**config.mk**
```make
export PLATFORM = sky130hd
export DESIGN_NAME = dlatch_feeder_flat
export DESIGN_NICKNAME = d
export VERILOG_FILES = /design/src/rtl/dlatch_feeder_if.sv /design/src/rtl/dlatch_feeder.sv /design/src/flat_wrapper.sv
export SDC_FILE = /design/constraint.sdc
export NUM_CORES = 1
export LEC_CHECK = 0
export CAP_MARGIN = 10
export CORE_ASPECT_RATIO = 1.5
export CORE_UTILIZATION = 30
export CTS_BUF_LIST = sky130_fd_sc_hd__clkbuf_4 sky130_fd_sc_hd__clkbuf_8
export DETAILED_ROUTE_END_ITERATION = 8
export GPL_TIMING_DRIVEN = 0
export HOLD_SLACK_MARGIN = 0.06
export SLEW_MARGIN = 20
export SYNTH_ARGS = -nofsm -noshare
export SYNTH_HDL_FRONTEND = slang
export SYNTH_SLANG_ARGS = --single-unit
```
**constraint.sdc**
```tcl
create_clock -name Clk_i -period 1.6 [get_ports Clk_i]
set_clock_uncertainty 0.2 [all_clocks]
set_input_delay 0.4 -clock Clk_i [delete_from_list [all_inputs] [get_ports Clk_i]]
set_output_delay 0.4 -clock Clk_i [all_outputs]
set_load 0.01 [all_outputs]
```
**src/rtl/dlatch_feeder_if.sv**
```systemverilog
// Word-in / half-word-out bundle between the upstream source, dlatch_feeder and the
// downstream latch. CntWidth must match the feeder instance it is bound to.
interface dlatch_feeder_if #(
    parameter int CntWidth = 8
);
    logic                Valid_i;
    logic [31:0]         Data_i;
    logic                Accept_o;
    logic                Stall_i;
    logic                Wen_o;
    logic [15:0]         Data_o;
    logic                Busy_o;
    logic [CntWidth-1:0] WordCnt_o;

    modport slave (
        input  Valid_i, Data_i, Stall_i,
        output Accept_o, Wen_o, Data_o, Busy_o, WordCnt_o
    );

    modport master (
        output Valid_i, Data_i, Stall_i,
        input  Accept_o, Wen_o, Data_o, Busy_o, WordCnt_o
    );
endinterface

```
**src/rtl/dlatch_feeder.sv**
```systemverilog
// Splits accepted 32-bit words into two strobed 16-bit writes for the dlatch register,
// with downstream stall between halves and a wrapping completed-word counter.
module dlatch_feeder #(
    parameter logic [31:0] Init     = 32'hDEADBEEF,
    parameter bit          LowFirst = 1'b1,
    parameter int          CntWidth = 8
) (
    input  logic           Clk_i,
    input  logic           Reset_n_i,
    dlatch_feeder_if.slave bus
);
    typedef enum logic {
        S_IDLE,
        S_SECOND
    } state_t;

    state_t              state_reg, state_next;
    logic [15:0]         data_reg, data_next;
    logic [15:0]         hold_reg, hold_next;
    logic                wen_reg, wen_next;
    logic [CntWidth-1:0] cnt_reg, cnt_next;
    logic                accept_c;
    logic                busy_c;

    logic [15:0] word_half [2];
    logic [15:0] first_half;
    logic [15:0] second_half;

    genvar gi;
    generate
        for (gi = 0; gi < 2; gi++) begin : g_split
            assign word_half[gi] = bus.Data_i[16*gi +: 16];
        end
    endgenerate

    assign first_half  = LowFirst ? word_half[0] : word_half[1];
    assign second_half = LowFirst ? word_half[1] : word_half[0];

    always_ff @(posedge Clk_i or negedge Reset_n_i) begin
        if (!Reset_n_i) begin
            state_reg <= S_IDLE;
            data_reg  <= Init[15:0];
            hold_reg  <= 16'h0000;
            wen_reg   <= 1'b0;
            cnt_reg   <= '0;
        end else begin
            state_reg <= state_next;
            data_reg  <= data_next;
            hold_reg  <= hold_next;
            wen_reg   <= wen_next;
            cnt_reg   <= cnt_next;
        end
    end

    always_comb begin
        state_next = state_reg;
        data_next  = data_reg;
        hold_next  = hold_reg;
        wen_next   = 1'b0;
        cnt_next   = cnt_reg;
        accept_c   = 1'b0;
        busy_c     = 1'b0;
        case (state_reg)
            S_IDLE: begin
                accept_c = !bus.Stall_i;
                if (bus.Valid_i && accept_c) begin
                    data_next  = first_half;
                    hold_next  = second_half;
                    wen_next   = 1'b1;
                    state_next = S_SECOND;
                end
            end
            S_SECOND: begin
                busy_c = 1'b1;
                // A stall only postpones the held half; it is never dropped.
                if (!bus.Stall_i) begin
                    data_next  = hold_reg;
                    wen_next   = 1'b1;
                    cnt_next   = cnt_reg + {{(CntWidth-1){1'b0}}, 1'b1};
                    state_next = S_IDLE;
                end
            end
            default: begin
                state_next = S_IDLE;
            end
        endcase
    end

    // Accept is gated by reset so upstream never sees a handshake while held in reset.
    assign bus.Accept_o  = accept_c & Reset_n_i;
    assign bus.Busy_o    = busy_c;
    assign bus.Wen_o     = wen_reg;
    assign bus.Data_o    = data_reg;
    assign bus.WordCnt_o = cnt_reg;
endmodule

```
**src/flat_wrapper.sv**
```systemverilog
// flat-port wrapper written by rule: the top's interface ports become plain ports
module dlatch_feeder_flat 
#(
    parameter logic [31:0] Init     = 32'hDEADBEEF,
    parameter bit          LowFirst = 1'b1,
    parameter int          CntWidth = 8
)
  (Clk_i, Reset_n_i, bus_Valid_i, bus_Data_i, bus_Stall_i, bus_Accept_o, bus_Wen_o, bus_Data_o, bus_Busy_o, bus_WordCnt_o);
  dlatch_feeder_if #(.CntWidth(CntWidth)) bus_i ();
  input  logic Clk_i;
  input  logic Reset_n_i;
  input wire logic [$bits(bus_i.Valid_i)-1:0] bus_Valid_i;
  input wire logic [$bits(bus_i.Data_i)-1:0] bus_Data_i;
  input wire logic [$bits(bus_i.Stall_i)-1:0] bus_Stall_i;
  output wire logic [$bits(bus_i.Accept_o)-1:0] bus_Accept_o;
  output wire logic [$bits(bus_i.Wen_o)-1:0] bus_Wen_o;
  output wire logic [$bits(bus_i.Data_o)-1:0] bus_Data_o;
  output wire logic [$bits(bus_i.Busy_o)-1:0] bus_Busy_o;
  output wire logic [$bits(bus_i.WordCnt_o)-1:0] bus_WordCnt_o;
  assign bus_i.Valid_i = bus_Valid_i;
  assign bus_i.Data_i = bus_Data_i;
  assign bus_i.Stall_i = bus_Stall_i;
  assign bus_Accept_o = bus_i.Accept_o;
  assign bus_Wen_o = bus_i.Wen_o;
  assign bus_Data_o = bus_i.Data_o;
  assign bus_Busy_o = bus_i.Busy_o;
  assign bus_WordCnt_o = bus_i.WordCnt_o;
  dlatch_feeder #(.Init(Init), .LowFirst(LowFirst), .CntWidth(CntWidth)) u_core (.Clk_i(Clk_i), .Reset_n_i(Reset_n_i), .bus(bus_i));
endmodule
```
; Word level (Yosys, flattened, before mapping)
; Index checks and enable logic that the tools add are counted.
[totals]
register_bits = 42
wordCells = 26
[op_classes]
n_addsub = 1
n_eq_ne = 2
muxes = 10
bitwise = 3
n_reduce_logical = 5
[ops]
columns = cell, n
row1 = two-way mux 16 bit, 2
row2 = one-hot mux 16 bit (2 select lines), 1
row3 = adder 8 x 1 -> 8 bit (second input constant), 1
row4 = AND reduction 2 bit, 3
row5 = two-way mux 1 bit, 5
row6 = one-hot mux 1 bit (2 select lines), 2
row7 = != test 2 x 1 -> 1 bit (second input constant), 1
row8 = != test 2 bit (second input constant), 1
row9 = NOT 1 bit, 2
row10 = AND 1 bit, 1
row11 = logical AND 1 bit, 1
row12 = zero test 1 bit, 1

; Depth between registers and ports, before layout
; Gate-level depths: netlist of run 1.
[depth]
word_depth = 4
ltp_mapped = 4
ltp_nobuf = 4

; Least setup slack after synthesis of run 1
; No wires, ideal clock.
[synth_path]
kind = reg2out
start = register u_core.state_reg
end = output port bus_Accept_o
arrival_time_ps = 1187
setup_slack_ps = -187
stages_incl_launch_ff = 4
path_buffers = 2
path_cell_list = dfrtp_1 -> buf_4 -> buf_4 -> nor3b_1
[synth_between]
elab_chain_len = 2
[synth_lines]
columns = item, line
row1 = from (decl), dlatch_feeder.sv:17  ; state_t state_reg, state_next;
row2 = from (signal assigned), dlatch_feeder.sv:47  ; state_reg <= state_next;
row3 = two-way mux 1 bit, dlatch_feeder.sv:63  ; case (state_reg)
row4 = AND 1 bit, dlatch_feeder.sv:90  ; assign bus.Accept_o = accept_c & Reset_n_i;
row5 = to (decl), flat_wrapper.sv:15  ; output wire logic [$bits(bus_i.Accept_o)-1:0] bus_Accept_o;
; Every way passes these cells.

; Worst setup path after layout of run 1
; Same ends and word-level chain as after synthesis.

==> summary.md, run 1 <==
| Metric | Value |
|---|---|
| Run status | finished, violations left |
| Failing checks | negative setup slack |
| CTS Sinks | 42 |
| Num CTS Buffers | 5 |
| Setup crit start kind | flip-flop |
| Count leader, synth | dfrtp_1 |
| Final Hold Fails | 0 |
| Ys flop type | dfrtp_1 |
| DRC viols | 0 |
| Wirelength per Cell | 15.6 um |
| Setup_tns | -1330 ps |
| Hold Crit Class | flip-flop to flip-flop |
| # setup viols final | 13 |
| Root buf cell | clkbuf_8 |
| Buffers on Ports | 62 |
| Pre-antenna DRT Iters | 4 |
| Main combinational cell family by area after synthesis | multiplexers |
| Post-synth EDFFs | 0 |
| Synth Warn # | 0 |
| Final GP Congestion | roughly 0.70 |
| Worst reg2reg path depth | 5 |
| Required @ worst endpoint | 1000 ps |
| Internal power | approximately 2.3 mW |
| Hold Path End | u_core.bus.Data_o[4]$_DFFE_PN0P_ |
| Max_slew headroom | 0.631 |
| Switching power | a little over 900 uW |
| GRT Residual Overflow | 0 |
| Syn Nets | 173 |
| Sw frac | 0.281 |
| Synth area leader | dfrtp_1 |
| TritonCTS clock tree | yes |
| RSZ-0062 raised after global routing | true |
| Number of synthesized register bits | 42 |
| Worst reg2reg startpoint | u_core.state_reg$_DFF_PN0_ |
| Fmax | 0.565 GHz |
| First-pass GRT wire length | 7160 um |
| Placed Cells | ~270 |
| Crit-path max cell delay | roughly 440 ps |
| Post-Synthesis Cells | about 140 |
| Cell area after synthesis | ~0.0018 mm^2 |
| Post-Syn Area per Cell | between 10 and 15 um^2 |
| Ant. Diodes | 0 |
| Synth Area in Compound Gates | 0.0536 |
| Synth top cells by count | 29 x dfrtp_1, 17 x mux2_2, 17 x nand2_1 |
| Mux cell area share after synthesis | 0.198 |
| Final min period | 1770 ps |
| Final Cycle Share | 1.11 |
| Initial core utilization | 0.318 |
| Crit. End Element | output port |
| CP max stage cell | dfrtp_2 |
| Drt via density | between 4 and 5 |
| Layout cells sized above 1 | 0.364 |
| Largest net degree at the start of global routing | 19 |
| Via count | roughly 1,400 |
| Post-Route WL | 4650 um |
| Die Ht | 96.2 um |
| FF-to-FF End | u_core.hold_reg[9]$_DFFE_PN0P_ |
| Reg power frac | 0.456 |
| GR Util All Layers | 0.160 |
| Hold Path Origin | u_core.bus.Data_o[4]$_DFFE_PN0P_ |
| Synth Area in Adders | 0.00705 |
| Post-synth top area share | 0.409 |
| Worst EP arrival | about 1200 ps |
| Max_cap viols | 0 |
| Area contributors post-synth | dfrtp_1 41%, dfstp_2 19%, mux2_2 11% |
| Critical setup path kind | flip-flop to output port |
| Measured slew at the worst slew-check pin | roughly 550 ps |
| Number of fill cells | ~510 |
| Post-Synth Simple-Gate Area | 0.0818 |
| Vias in the first global route | about 1,500 |
| Routed Antenna Nets | 0 |
| Post-synthesis sequential area ratio | 0.602 |
| Post-synth ARST share | 1.00 |
| Pwr per Cell Area | roughly 1200 mW/mm^2 |
| Row cnt | 33 |
| H-Tree Depth | 2 |
| Clock latency on the worst-skew pair | around 290 ps |
| Layout area overhead | 59.4% |
| DP HPWL | about 2900 um |
| Worst IR Drop VDD | approximately 530 uV |
| Fin nets | approximately 260 |
| Hold Crit Depth | 2 |
| Synth cell types | 22 |
| Register-to-register setup slack | -120 ps |
| Xor and xnor area share after synthesis | 0.0346 |
| Fin. max-slew vios | 0 |
| Initial DRC Count | 40 |
| P_leak | 1.30 nW |
| Power share of the clock group | 0.218 |
| Max FO, Critical Path | 3 |
| CTS clock-pin slew for the worst setup and hold paths | 80 ps |
| Io pins | between 60 and 70 |
| Clock buffer depth | 2 |
| Fin cells | 298 |
| CORE AREA | roughly 0.0056 mm^2 |
| Combinational share of power | 0.327 |
| Die area | around 0.0062 mm^2 |
| Critical-path cell list | buf_12 > nor3b_4 > buf_2 |
| Initial antenna violation count | 0 |
| Worst setup margin | -170 ps |
| Die W | ~65 um |
==> worst max-delay path: cells and delay by family, from the launching register on <==
| family | cells | cell delay (ps) |
|---|---|---|
| DFF | 1 | 440 |
| and+or+nand+nor | 1 | 150 |
| buffers and inverters | 2 | 280 |
==> layout make-up <==
type,count,area [um^2],area share
tap,70,87.6,0.0310
multi-input combinational,86,741,0.262
timing repair buffer,85,771,0.272
clock buffer,7,90.1,0.0318
inverter,2,7.51,0.00265
buffer,5,57.6,0.0203
sequential,42,1070,0.378
clock inverter,1,5.00,0.00177
==> layout by cell type (no fill, tap or decap), types with 4 or more instances in the layout <==
cell type / synthesis / final
nand2_1: 17 / 17
clkbuf_8: 0 / 6
mux2_4: 0 / 16
dfstp_2: 13 / 13
buf_2: 0 / 14
buf_4: 3 / 14
clkdlybuf4s15_1: 0 / 5
buf_6: 0 / 5
dlygate4sd3_1: 0 / 4
mux2i_1: 16 / 16
dlygate4sd2_1: 0 / 9
o21ai_0: 16 / 16
dfrtp_1: 29 / 27
xnor2_1: 6 / 6
clkdlybuf4s50_1: 0 / 32
==> power by group through the flow <==
stage               Sequential (mW)  Clock [mW]  Combinational (mW)
global placement               1.54           0               0.884
detailed placement             1.55           0               0.892
finish                         1.48       0.708                1.06
floorplan                      1.59           0               0.331
CTS                            1.48       0.741                1.01
global route                   1.51       0.796                1.15
==> per-layer routing <==
metal  vias up  global-route usage  wire length (um)
met5         -                   0                 0
met4         0              0.0611                69
met3         5              0.0355               183
met2        42               0.281              2430
met1       663               0.186              1960
li1        652                   -                 -
==> metrics by stage <==
| step | hold WS, ps | cell area [um^2] | power, mW | setup slack (ps) | utilization |
|---|---|---|---|---|---|
| 3_3_place_gp | 266 | 2500 | 2.43 | -2220 | 0.449 |
| 4_1_cts | 283 | 2780 | 3.24 | -171 | 0.499 |
| 2_1_floorplan | -95.6 | 1790 | 1.92 | -30.6 | - |
| 5_1_grt | 299 | 2830 | 3.46 | -229 | 0.508 |
| 3_5_place_dp | 124 | 2520 | 2.44 | -891 | 0.452 |
| 6_report | 275 | 2830 | 3.25 | -170 | 0.508 |
==> logic make-up after synthesis <==
logic type	after synthesis
AND/OR/NAND/NOR	27
flip-flops	42
buffers and inverters	8
multiplexers	33
XOR/XNOR	7
AO/OA/AOI/OAI	18
adder cells (fa/ha/maj)	1
==> worst max-delay path by stage <==
stage	startpoint	to	slack (ps)	cells past startpoint
2_1_floorplan	u_core.state_reg$_DFF_PN0_	u_core.hold_reg[10]$_DFFE_PN0P_	-30	3
3_3_place_gp	Reset_n_i	bus_Accept_o	-2220	3
3_5_place_dp	bus_Stall_i	u_core.hold_reg[9]$_DFFE_PN0P_	-890	4
4_1_cts	u_core.state_reg$_DFF_PN0_	bus_Accept_o	-170	3
5_1_grt	u_core.state_reg$_DFF_PN0_	bus_Accept_o	-230	3
6_report	u_core.state_reg$_DFF_PN0_	bus_Accept_o	-170	3
==> what timing repair did <==
action,CTS,global route
setup buffers,14,4
endpoints found under the setup margin,64,45
hold endpoints to repair,18,0
pin swaps,2,0
gates resized for setup,99,17
hold buffers,4,0
gates cloned,2,0
(Power assumes the default switching activity.)
==> run 2, diff against run 1 <==
Settings changed: CORE_UTILIZATION 30 to 42, PLACE_DENSITY set to 0.79, RECOVER_POWER set to 100.
==> summary.md, run 2 (same netlist as run 1, synthesis figures left out) <==
| Metric | Value |
|---|---|
| Placed Cells | 244 (-9.3%) |
| Wirelength per Cell | 17.5 um (+12%) |
| First-pass GRT wire length | 7190 um (+0.38%) |
| Initial antenna violation count | 0 (unchanged) |
| Worst setup margin | -180 ps (-9.49 ps) |
| Row cnt | 28 (-15%) |
| Drt via density | 5.14 (+12%) |
| Crit. End Element | output port |
| DP HPWL | 3010 um (+2.4%) |
| Worst Hold Margin | 268 ps (-6.44 ps) |
| DRC viols | 0 (unchanged) |
| Via count | 1,393 (+2.3%) |
| Number of fill cells | 311 (-39%) |
| Final min period | 1780 ps (+9.49 ps) |
| Setup crit start kind | flip-flop |
| CTS Sinks | 42 (unchanged) |
| Crit-path max cell delay | 440 ps (about the same) |
| Die W | 55.1 um (-15%) |
| Num CTS Buffers | 5 (unchanged) |
| Setup Slack @ Placement | -806 ps (+85.2 ps) |
| Initial core utilization | 0.444 (+0.126) |
| FF-to-FF End | u_core.hold_reg[6]$_DFFE_PN0P_ |
| GR Util All Layers | 0.234 (+0.0745) |
| Final Hold Fails | 0 (unchanged) |
| Die area | 0.00449 mm^2 (-28%) |
| Routed Antenna Nets | 0 (unchanged) |
| Multi-input gate area | 741 um^2 (unchanged) |
| Root buf cell | clkbuf_8 |
| Worst EP arrival | 1180 ps (about the same) |
| Commonest non-fill, non-tap cell in the layout | clkdlybuf4s50_1 |
| Seq. cell area | 0.00107 mm^2 (unchanged) |
| Required @ worst endpoint | 1000 ps (about the same) |
| Fin cells | 271 (-9.1%) |
| Io pins | 63 (unchanged) |
| Max_slew headroom | 0.554 (-0.0767) |
| Clock buffer depth | 2 (unchanged) |
| CP max stage cell | dfrtp_2 |
| Vias in the first global route | 1,458 (+0.34%) |
| GRT Residual Overflow | 0 (unchanged) |
| Final Cycle Share | 1.11 (+0.00593) |
| Failing checks | negative setup slack |
| Layout area overhead | 55.4% |
| RSZ-0062 raised after global routing | true |
| Ant. Diodes | 0 (unchanged) |
| Run status | finished, violations left |
| CTS clock-pin slew for the worst setup and hold paths | 80 ps (about the same) |
| Critical setup path kind | flip-flop to output port |
| Post-Route WL | 4750 um (+2.3%) |
| Worst IR Drop VDD | 957 uV (+81%) |
| Measured slew at the worst slew-check pin | 667 ps (+115 ps) |
| Max_cap viols | 0 (unchanged) |
| Buffers on Ports | 62 (unchanged) |
| Hold Crit Class | flip-flop to flip-flop |
| Die Ht | 81.6 um (-15%) |
| Clock latency on the worst-skew pair | 290 ps (about the same) |
| Pwr per Cell Area | 1220 mW/mm^2 (+6.0%) |
| H-Tree Depth | 2 (unchanged) |
| CORE AREA | 0.00399 mm^2 (-28%) |
| TritonCTS clock tree | yes |
| # setup viols final | 34 (+21) |
| Final GP Congestion | 0.763 (+9.5%) |
| Pre-antenna DRT Iters | 4 (unchanged) |
| Worst reg2reg startpoint | u_core.state_reg$_DFF_PN0_ |
| Fin nets | 262 (-0.76%) |
| Fmax | 0.562 GHz (-0.53%) |
| Initial DRC Count | 18 (-55%) |
| Worst Setup SP | u_core.state_reg$_DFF_PN0_ |
| Critical-path cell list | buf_12 > nor3b_4 > buf_2 |
| Fin. max-slew vios | 0 (unchanged) |
| P_leak | 1.26 nW (-2.9%) |
| Register-to-register setup slack | -150 ps (-30 ps) |
| Worst reg2reg path depth | 5 (unchanged) |
| Most frequent cells in the layout | 32 x clkdlybuf4s50_1, 27 x dfrtp_1, 17 x nand2_1 |
| Layout cells sized above 1 | 0.345 (-0.0189) |
| End of the critical path | bus_Accept_o |
| Max FO, Critical Path | 2 (-1) |
| Largest net degree at the start of global routing | 19 (unchanged) |
run 2: timing repair:
action,CTS,global route
resized for setup,107,13
hold buffers,4,0
pin swaps,2,0
hold endpoints to repair,21,0
buffers inserted,11,4
gates cloned,2,0
endpoints found under the setup margin,66,47
run 2: layout make-up:
cell class / instances / share of cell area
timing repair buffer: 83 / 0.260
tap: 45 / 0.0204
clock buffer: 5 / 0.0250
buffer: 5 / 0.0209
inverter: 2 / 0.00272
sequential: 42 / 0.388
multi-input combinational: 86 / 0.269
clock inverter: 3 / 0.0145
run 2: how the worst min path moves through the flow:
stage,cells after the start,from,end,slack [ps]
2_1_floorplan,0,Reset_n_i,u_core.bus.Data_o[14]$_DFFE_PN0P_,-100
3_3_place_gp,1,u_core.bus.WordCnt_o[7]$_DFFE_PN0P_,u_core.bus.WordCnt_o[7]$_DFFE_PN0P_,260
3_5_place_dp,1,Reset_n_i,u_core.bus.Wen_o$_DFF_PN0_,130
4_1_cts,1,u_core.bus.WordCnt_o[7]$_DFFE_PN0P_,u_core.bus.WordCnt_o[7]$_DFFE_PN0P_,270
5_1_grt,1,u_core.bus.WordCnt_o[7]$_DFFE_PN0P_,u_core.bus.WordCnt_o[7]$_DFFE_PN0P_,280
6_report,1,u_core.bus.WordCnt_o[7]$_DFFE_PN0P_,u_core.bus.WordCnt_o[7]$_DFFE_PN0P_,270
run 2: routing by layer:
metal	track usage	routed length, um	vias to the layer above
met1	0.255	1760	691
met5	0	0	-
met2	0.412	2650	44
met4	0.110	143	0
li1	-	-	648
met3	0.0519	199	10
run 2: critical path, delay by kind of cell (launching register included):
family        cells  cell delay [ps]
simple gates      1              160
buf+inv           2              290
flops             1              440
run 2: report_power, final:
part | internal, mW | switching, mW
logic | 0.602 | 0.463
clock network | 0.459 | 0.347
registers | 1.35 | 0.141
run 2: per-stage QoR:
stage          area (um^2)   util  setup TNS, ps  power, mW
6_report              2760  0.690          -2760       3.36
5_1_grt               2760  0.690          -5000       3.55
4_1_cts               2760  0.692          -1640       3.34
3_5_place_dp          2490  0.622         -26280       2.45
3_3_place_gp          2470  0.619         -64370       2.39
2_1_floorplan         1790      -           -293       1.92
==> run 3, diff against run 2 <==
Settings changed: CAP_MARGIN 10 to unset.
==> results of run 3 <==
No change in the layout: final DEF, timing and power equal those of run 2.
